### config.mk
export PLATFORM = sky130hd
export DESIGN_NAME = reg_file_flat
export DESIGN_NICKNAME = d
export VERILOG_FILES = /design/src/rtl/cmips_pkg.sv /design/src/rtl/reg_file_if.sv /design/src/rtl/reg_file_clear_ctrl.sv /design/src/rtl/reg_file.sv /design/src/flat_wrapper.sv
export SDC_FILE = /design/constraint.sdc
export NUM_CORES = 1
export LEC_CHECK = 0
export CAP_MARGIN = 20
export CORE_MARGIN = 1.5
export CORE_UTILIZATION = 40
export CTS_CLUSTER_SIZE = 20
export DETAILED_ROUTE_END_ITERATION = 10
export SETUP_SLACK_MARGIN = 0.4
export SLEW_MARGIN = 20
export SYNTH_ARGS = -nofsm -noshare
export SYNTH_HDL_FRONTEND = slang
export SYNTH_HIERARCHICAL = 1
export SYNTH_SLANG_ARGS = --single-unit
### constraint.sdc
create_clock -name clk -period 7.2 [get_ports clk]
set_input_delay 1.8 -clock clk [delete_from_list [all_inputs] [get_ports clk]]
set_output_delay 1.8 -clock clk [all_outputs]
set_load 0.02 [all_outputs]
### src/rtl/cmips_pkg.sv
// Shared constants and types for the cmips register file.
package cmips_pkg;

  localparam int REG_ADDR_W = 5;
  localparam int REG_DATA_W = 32;
  localparam int NUM_REGS   = 32;
  localparam logic [REG_ADDR_W-1:0] ZERO_REG = 5'd0;

  typedef enum logic {
    RF_CLEAR,
    RF_READY
  } rf_state_t;

endpackage

### src/rtl/reg_file_if.sv
// Register file port bundle: writeback write side, decode read side and ready.
interface reg_file_if
  import cmips_pkg::*;
#(
  parameter int DATA_W = REG_DATA_W,
  parameter int ADDR_W = REG_ADDR_W
) ();

  logic              regwrite_flag;
  logic [ADDR_W-1:0] write_addr;
  logic [DATA_W-1:0] write_data;
  logic [ADDR_W-1:0] read_addr_a;
  logic [ADDR_W-1:0] read_addr_b;
  logic [DATA_W-1:0] read_data_a;
  logic [DATA_W-1:0] read_data_b;
  logic              ready;

  modport master (
    output regwrite_flag, write_addr, write_data, read_addr_a, read_addr_b,
    input  read_data_a, read_data_b, ready
  );

  modport slave (
    input  regwrite_flag, write_addr, write_data, read_addr_a, read_addr_b,
    output read_data_a, read_data_b, ready
  );

endinterface

### src/rtl/reg_file_clear_ctrl.sv
// Post-reset clear sweep: walks every register index once, writing zero, then raises ready.
module reg_file_clear_ctrl
  import cmips_pkg::*;
#(
  parameter int ADDR_W = REG_ADDR_W
) (
  input  logic              clk,
  input  logic              rst,
  output logic              o_clr_we,
  output logic [ADDR_W-1:0] o_clr_addr,
  output logic              o_ready
);

  // One extra index bit so the end of the sweep never wraps back to entry 0.
  localparam logic [ADDR_W:0] LAST_IDX = {1'b0, {ADDR_W{1'b1}}};

  rf_state_t       r_state;
  logic [ADDR_W:0] r_clearIdx;
  logic            r_ready;

  always_ff @(posedge clk) begin
    if (rst) begin
      r_state    <= RF_CLEAR;
      r_clearIdx <= '0;
      r_ready    <= 1'b0;
    end else begin
      case (r_state)
        RF_CLEAR: begin
          r_clearIdx <= r_clearIdx + 1'b1;
          if (r_clearIdx == LAST_IDX) begin
            r_state <= RF_READY;
            r_ready <= 1'b1;
          end
        end
        RF_READY: r_ready <= 1'b1;
        default: begin
          r_state    <= RF_CLEAR;
          r_clearIdx <= '0;
          r_ready    <= 1'b0;
        end
      endcase
    end
  end

  assign o_clr_we   = (r_state == RF_CLEAR) && !rst;
  assign o_clr_addr = r_clearIdx[ADDR_W-1:0];
  assign o_ready    = r_ready;

endmodule

### src/rtl/reg_file.sv
// MIPS 32x32 register file, two combinational read ports, one write port, zeroing sweep after reset.
// Define REGFILE_BYPASS_EN to forward a same-cycle writeback value onto the read ports.
module reg_file
  import cmips_pkg::*;
#(
  parameter int DATA_W = REG_DATA_W,
  parameter int ADDR_W = REG_ADDR_W
) (
  input logic        clk,
  input logic        rst,
  reg_file_if.slave  bus
);

  localparam int DEPTH = 1 << ADDR_W;

  logic [DATA_W-1:0] r_mem [DEPTH];

  logic              w_clrWe;
  logic [ADDR_W-1:0] w_clrAddr;
  logic              w_ready;
  logic              w_wbWe;
  logic [DATA_W-1:0] w_rdA;
  logic [DATA_W-1:0] w_rdB;

  reg_file_clear_ctrl #(
    .ADDR_W (ADDR_W)
  ) u_clear_ctrl (
    .clk        (clk),
    .rst        (rst),
    .o_clr_we   (w_clrWe),
    .o_clr_addr (w_clrAddr),
    .o_ready    (w_ready)
  );

  assign w_wbWe = w_ready && !rst && bus.regwrite_flag && (bus.write_addr != '0);

  // Storage has no reset; the sweep owns the write port until ready, so writebacks are dropped then.
  always_ff @(posedge clk) begin
    if (w_clrWe) begin
      r_mem[w_clrAddr] <= '0;
    end else if (w_wbWe) begin
      r_mem[bus.write_addr] <= bus.write_data;
    end
  end

  always_comb begin
    w_rdA = '0;
    w_rdB = '0;
    if (w_ready) begin
      if (bus.read_addr_a != '0) begin
        w_rdA = r_mem[bus.read_addr_a];
`ifdef REGFILE_BYPASS_EN
        if (w_wbWe && (bus.write_addr == bus.read_addr_a)) w_rdA = bus.write_data;
`endif
      end
      if (bus.read_addr_b != '0) begin
        w_rdB = r_mem[bus.read_addr_b];
`ifdef REGFILE_BYPASS_EN
        if (w_wbWe && (bus.write_addr == bus.read_addr_b)) w_rdB = bus.write_data;
`endif
      end
    end
  end

  assign bus.read_data_a = w_rdA;
  assign bus.read_data_b = w_rdB;
  assign bus.ready       = w_ready;

endmodule

### src/flat_wrapper.sv
// flat-port wrapper written by rule: the top's interface ports become plain ports
module reg_file_flat import cmips_pkg::*;
#(
  parameter int DATA_W = REG_DATA_W,
  parameter int ADDR_W = REG_ADDR_W
)
  (clk, rst, bus_regwrite_flag, bus_write_addr, bus_write_data, bus_read_addr_a, bus_read_addr_b, bus_read_data_a, bus_read_data_b, bus_ready);
  reg_file_if #(.DATA_W(DATA_W), .ADDR_W(ADDR_W)) bus_i ();
  input logic clk;
  input logic rst;
  input wire logic [$bits(bus_i.regwrite_flag)-1:0] bus_regwrite_flag;
  input wire logic [$bits(bus_i.write_addr)-1:0] bus_write_addr;
  input wire logic [$bits(bus_i.write_data)-1:0] bus_write_data;
  input wire logic [$bits(bus_i.read_addr_a)-1:0] bus_read_addr_a;
  input wire logic [$bits(bus_i.read_addr_b)-1:0] bus_read_addr_b;
  output wire logic [$bits(bus_i.read_data_a)-1:0] bus_read_data_a;
  output wire logic [$bits(bus_i.read_data_b)-1:0] bus_read_data_b;
  output wire logic [$bits(bus_i.ready)-1:0] bus_ready;
  assign bus_i.regwrite_flag = bus_regwrite_flag;
  assign bus_i.write_addr = bus_write_addr;
  assign bus_i.write_data = bus_write_data;
  assign bus_i.read_addr_a = bus_read_addr_a;
  assign bus_i.read_addr_b = bus_read_addr_b;
  assign bus_read_data_a = bus_i.read_data_a;
  assign bus_read_data_b = bus_i.read_data_b;
  assign bus_ready = bus_i.ready;
  reg_file #(.DATA_W(DATA_W), .ADDR_W(ADDR_W)) u_core (.clk(clk), .rst(rst), .bus(bus_i));
endmodule
== Word-level counts from Yosys, hierarchy flattened ==
Memories as Yosys holds them, arrays and structs flattened.
Index checks and enable logic that the tools add are counted.
Storage, ports and cells
  bits in registers: 8
  memory bits (writable): 1024
  input bits: 50
  word-level logic and storage cells: 33
  memories kept: 1
Memories
  u_core.r_mem: words 32, bits a word 32, rd ports 2, clocked after memory_dff 0, wr ports 1, RTL line reg_file.sv:16  | logic [DATA_W-1:0] r_mem [DEPTH];
Operators by class
  add/subtract/negate cells: 1
  equal/unequal tests: 2
  muxes and demuxes: 16
  bitwise logic cells: 1
  reductions and logical operators: 9
Operators with widths (number)
  32-bit 2-to-1 mux: 5
  32-bit OR reduction: 1
  5-bit nonzero test: 3
  1-bit 2-to-1 mux: 9
  6-bit by 1-bit adder with 6-bit output (second input constant): 1
  6-bit by 5-bit == test with 1-bit output (second input constant): 1
  5-bit 2-to-1 mux: 1
  1-bit logical AND: 4
  2-bit inequality test (second input constant): 1
  1-bit one-hot mux with 2 select lines: 1
  1-bit logical NOT: 1
  1-bit NOT: 1

== Logic depth before layout (Yosys ltp) ==
  depth in word-level cells: 9
  depth in mapped cells: 8
  depth with buffers taken out: 5

== Hierarchy ==
The synthesis kept the hierarchy.
By module, submodules not included
  reg_file: times used 1, cells each 2724, area an instance 47455.5 um2, sequential area each 30749.5 um2
  reg_file_clear_ctrl: times used 1, cells each 40, area an instance 381.6 um2, sequential area each 160.2 um2

== Worst setup path before layout ==
OpenSTA, ideal clock, no wires.
  kind: input -> register
  start: in rst
  end: mem u_core/r_mem[29][0] (netlist bit), enable pin
  library setup time: 461 ps
  arrival time: 5158 ps
  required time: 6739 ps
  setup slack: 1581 ps
  cell stages on the path: 6
  buffers on the path: 1
  cell sequence: clkbuf_1 -> nor2_1 -> nand4bb_1 -> a21oi_2 -> mux2i_1 -> nor3_1
On the way
  elaborated cells between the ends (all ways): 13
  classes of those cells: mux: 7; reduce/logical: 6
RTL lines
  from (decl): RTL line flat_wrapper.sv:10  | input logic rst;
  1-bit logical NOT *: RTL line reg_file_clear_ctrl.sv:45  | assign o_clr_we = (r_state == RF_CLEAR) && !rst;
  1-bit logical AND *: RTL line reg_file_clear_ctrl.sv:45
  named net u_core.w_clrWe: RTL line reg_file.sv:18  | logic w_clrWe;
  1-bit 2-to-1 mux: RTL line reg_file.sv:39  | if (w_clrWe) begin
  1-bit 2-to-1 mux (not written as such): RTL line reg_file.sv:42  | r_mem[bus.write_addr] <= bus.write_data;
  32-bit OR reduction (no source line)
  5-bit 2-to-1 mux (no source line) or 1-bit 2-to-1 mux (tied branches)
  to (decl): RTL line reg_file.sv:16
Mark *: on every way through the listed nets, which the timed path passes. The rest lies on a longest branch.

== Final worst setup path ==
  start: in bus_read_addr_a[3]
  end: out bus_read_data_a[22]
On the way
  cells in the longest elaborated chain, start to end: 3
  elaborated cells between the ends (all ways): 4
  classes of those cells: mux: 2; reduce/logical: 1; memory: 1
Ends and longest elaborated chain
  from (decl): RTL line flat_wrapper.sv:14  | input wire logic [$bits(bus_i.read_addr_a)-1:0] bus_read_addr_a;
  memory 32 x 32 bit or 5-bit nonzero test (tied branches)
  32-bit 2-to-1 mux *: RTL line reg_file.sv:50  | if (bus.read_addr_a != '0) begin
  32-bit 2-to-1 mux *: RTL line reg_file.sv:49  | if (w_ready) begin
  to (decl): RTL line flat_wrapper.sv:16  | output wire logic [$bits(bus_i.read_data_a)-1:0] bus_read_data_a;
Mark *: on every way between the ends. The rest lies on a longest branch, timed or not.

==> impl_metrics.env <==
export IMPL_outcome="complete, no violations"
export IMPL_die_width_um=348.8
export IMPL_drt_first_iter_violations=3737
export IMPL_reg2reg_slack_ps=3100
export IMPL_pre_cts_ws_ps=688.3
export IMPL_power_share_sequential_pct=52.0
export IMPL_synth_compound_area_share_pct=5.877
export IMPL_drc=0
export IMPL_track_usage_pct=25.63
export IMPL_fmax_mhz=152.2
export IMPL_async_reset_ff_share_pct=0
export IMPL_vdd_drop_max_v=0.0001814
export IMPL_synthMuxAreaShare_pct=22.45
export IMPL_synth_top_area_share_pct=64.28
export IMPL_avgSynthCellArea_sq_um=17.31
export IMPL_clk_path_buf_depth=3
export IMPL_register_area_sq_um=30910
export IMPL_cts_num_sinks=1032
export IMPL_row_count=126
export IMPL_p_int_mw=9.873
export IMPL_worst_skew_pair_late_latency_ps=680
export IMPL_io_pins=115
export IMPL_grt_overflow=0
export IMPL_final_common_cell="edfxtp_1"
export IMPL_path_cells="clkdlybuf4s50_1, and4_2, buf_4, a22oi_1, nand4_1, clkdlybuf4s50_1"
export IMPL_switchingPower_mw=2.715
export IMPL_crit_slowest_cell="clkdlybuf4s50_1"
export IMPL_ant_nets=0
export IMPL_synthFlopType="edfxtp_1"
export IMPL_min_path_cells=2
export IMPL_netlist_area_sq_um=47840
export IMPL_cts_setup_buffers=0
export IMPL_place_gp_congestion=0.7974
export IMPL_powerDensity_nw_per_um2=229.7
export IMPL_p_leak_nw=19.58
export IMPL_io_buffers=114
export IMPL_final_cell_mix="edfxtp_1, mux2i_1, mux4_2, a22oi_1, clkbuf_16"
export IMPL_nNetsFinal=2930
export IMPL_viasPerCell=6.468
export IMPL_critical_path_class="input pin to output pin"
export IMPL_r2r_cells=5
export IMPL_drive_gt1_share_pct=22.43
export IMPL_grt_pass1_wl_mm=220.4
export IMPL_post_dp_hpwl_mm=86.10
export IMPL_crit_required_ps=5400
export IMPL_tightest_slew_ps=1123
export IMPL_cp_end_kind="output pin"
export IMPL_synthXorXnorAreaFrac_pct=0.07324
export IMPL_yosysWarnings=6
export IMPL_yosys_area_share_simple_pct=4.410
export IMPL_cts_hold_fix_buffers=0
export IMPL_synth_top_family_by_area="multiplexers"
export IMPL_cts_tree="yes"
export IMPL_totalPowerFinal_mw=12.59
export IMPL_cts_clk_slew_worst_paths_ps=60
export IMPL_netlist_instances=2764
export IMPL_cts_inserted_buffers=102
export IMPL_synth_edf_count=1024
export IMPL_initial_core_util_pct=40.40
export IMPL_finalCritPeriodShare_pct=91.27
export IMPL_clkPwrFrac_pct=42.4
export IMPL_finalMaxSlewViolations=0
export IMPL_core_area_sq_um=118400
export IMPL_vias=29530
export IMPL_grt_pass1_vias=30040
export IMPL_multiInputGateArea_sq_um=16050
export IMPL_fillers=9913
export IMPL_layout_setup_ws_ps=628.3
export IMPL_synthTopCellsByArea="edfxtp_1, mux4_2, mux2i_1, a22oi_1, buf_2"
export IMPL_antenna_found_initial=3
export IMPL_netSwitchingFraction_pct=21.56
export IMPL_worstPathArrival_ps=4770
export IMPL_finalHoldViolCount=0
export IMPL_yosysSeqAreaShare_pct=64.61
export IMPL_rsz0062_at_grt="false"
export IMPL_totalNegativeSetupSlack_ps=0
export IMPL_slew_headroom_pct=25.13
export IMPL_critPathMaxFanout=14
export IMPL_p_comb_share_pct=5.5
export IMPL_hp_class="flop to flop"
export IMPL_dieArea_sq_um=121700
export IMPL_fin_skew_ps=23.38
export IMPL_postCtsResizedCells=0
export IMPL_min_period_ps=6572
export IMPL_critPathMaxStageDelay_ps=820
export IMPL_ys_ff_latch=1032
export IMPL_yosysUniqueCellTypes=58
export IMPL_grt_max_degree=87
export IMPL_wirelength_mm=157.7
export IMPL_synth_top_cell_by_area="edfxtp_1"
export IMPL_syn_nets=2815
export IMPL_setup_viol=0
export IMPL_cap_violations=0
export IMPL_start_kind="input pin"
export IMPL_dr_pass1_iters=5
export IMPL_htreeDepth=3
export IMPL_cts_root_buf="clkbuf_16"
export IMPL_synthAdderAreaFrac_pct=0.02616
export IMPL_dieHeight_um=348.8
export IMPL_wire_per_inst_um=34.54
export IMPL_crit_path_frequent_cell="clkdlybuf4s50_1"
export IMPL_syn2layout_area_growth_pct=14.56
-- power by group through the flow --
stage               clock [mW]  combinational, mW  sequential, mW
floorplan                    0              0.458            6.68
global placement             0              0.687            6.68
detailed placement           0              0.691            6.68
CTS                       5.41              0.693            6.55
global route              5.63              0.724            6.55
finish                    5.34              0.696            6.55
-- layout make-up --
| type | instances | share of cell area [%] |
|---|---|---|
| tap | 1600 | 3.653 |
| sequential | 1032 | 56.40 |
| clock inverter | 69 | 1.178 |
| timing repair buffer | 235 | 4.589 |
| multi-input combinational | 1504 | 29.28 |
| antenna | 1 | 0.004566 |
| inverter | 4 | 0.02740 |
| clock buffer | 121 | 4.865 |
-- stage by stage --
step	cell area, sq um	utilization (%)	hold WS, ps	std cells
after floorplan	47840	-	453.8	2764
after global routing	54800	46.29	516.7	4565
final	54800	46.29	486.7	4566
after CTS	54780	46.27	490.0	4564
after global placement	51470	43.47	466.8	4374
after detailed placement	51470	43.47	481.4	4374
-- flip-flops by register name, indices dropped and copies added (netlist names) --
register,count
u_core/u_clear_ctrl/r_clearIdx,6
u_core/r_mem,1024
u_core/u_clear_ctrl/o_ready,1
u_core/u_clear_ctrl/r_state,1
-- cell families after synthesis --
group / Yosys count
fa+ha+maj: 1
xor+xnor: 4
mux: 709
flops: 1032
simple gates: 389
compound gates: 401
buf+inv: 228
-- final timing paths --
check | startpoint | end
hold reg to reg | u_core/u_clear_ctrl/r_clearIdx[5] | u_core/u_clear_ctrl/r_clearIdx[5]
setup / recovery | bus_read_addr_a[3] | bus_read_data_a[22]
hold / removal | u_core/u_clear_ctrl/r_clearIdx[5] | u_core/u_clear_ctrl/r_clearIdx[5]
setup reg to reg | u_core/u_clear_ctrl/o_ready | u_core/r_mem[25][10]
-- critical path: cells and delay by family --
family / cells / cell delay, ps
simple gates: 2 / 990
buf+inv: 3 / 1800
compound gates: 1 / 150
-- cell usage after synthesis (3+ instances only) --
master and n:
and2_1 34, mux2_2 31, nand2_1 75, dfxtp_1 8, inv_1 3, nor2b_1 11, nand4_1 64, buf_1 6
and3_1 30, xor2_1 3, o21ai_0 4, nor2_1 35, edfxtp_1 1024, buf_6 23, a2bb2oi_1 31, mux4_2 288
a22oi_1 253, nand3b_1 4, mux2i_1 389, buf_4 16, nand3_1 99, a32oi_1 4, clkbuf_1 75, buf_2 103
nor3_1 14, a21oi_1 97
-- per-layer routing --
metal  wire length, um  up-vias  global-route usage [%]
li1                  -    11800                       -
met1             59090    15590                   32.29
met2             76880     1754                   42.89
met3             14030      387                   4.710
met4              7713        0                   11.99
met5                 0        -                       0
Note: power is estimated with default switching activity, not from simulation.
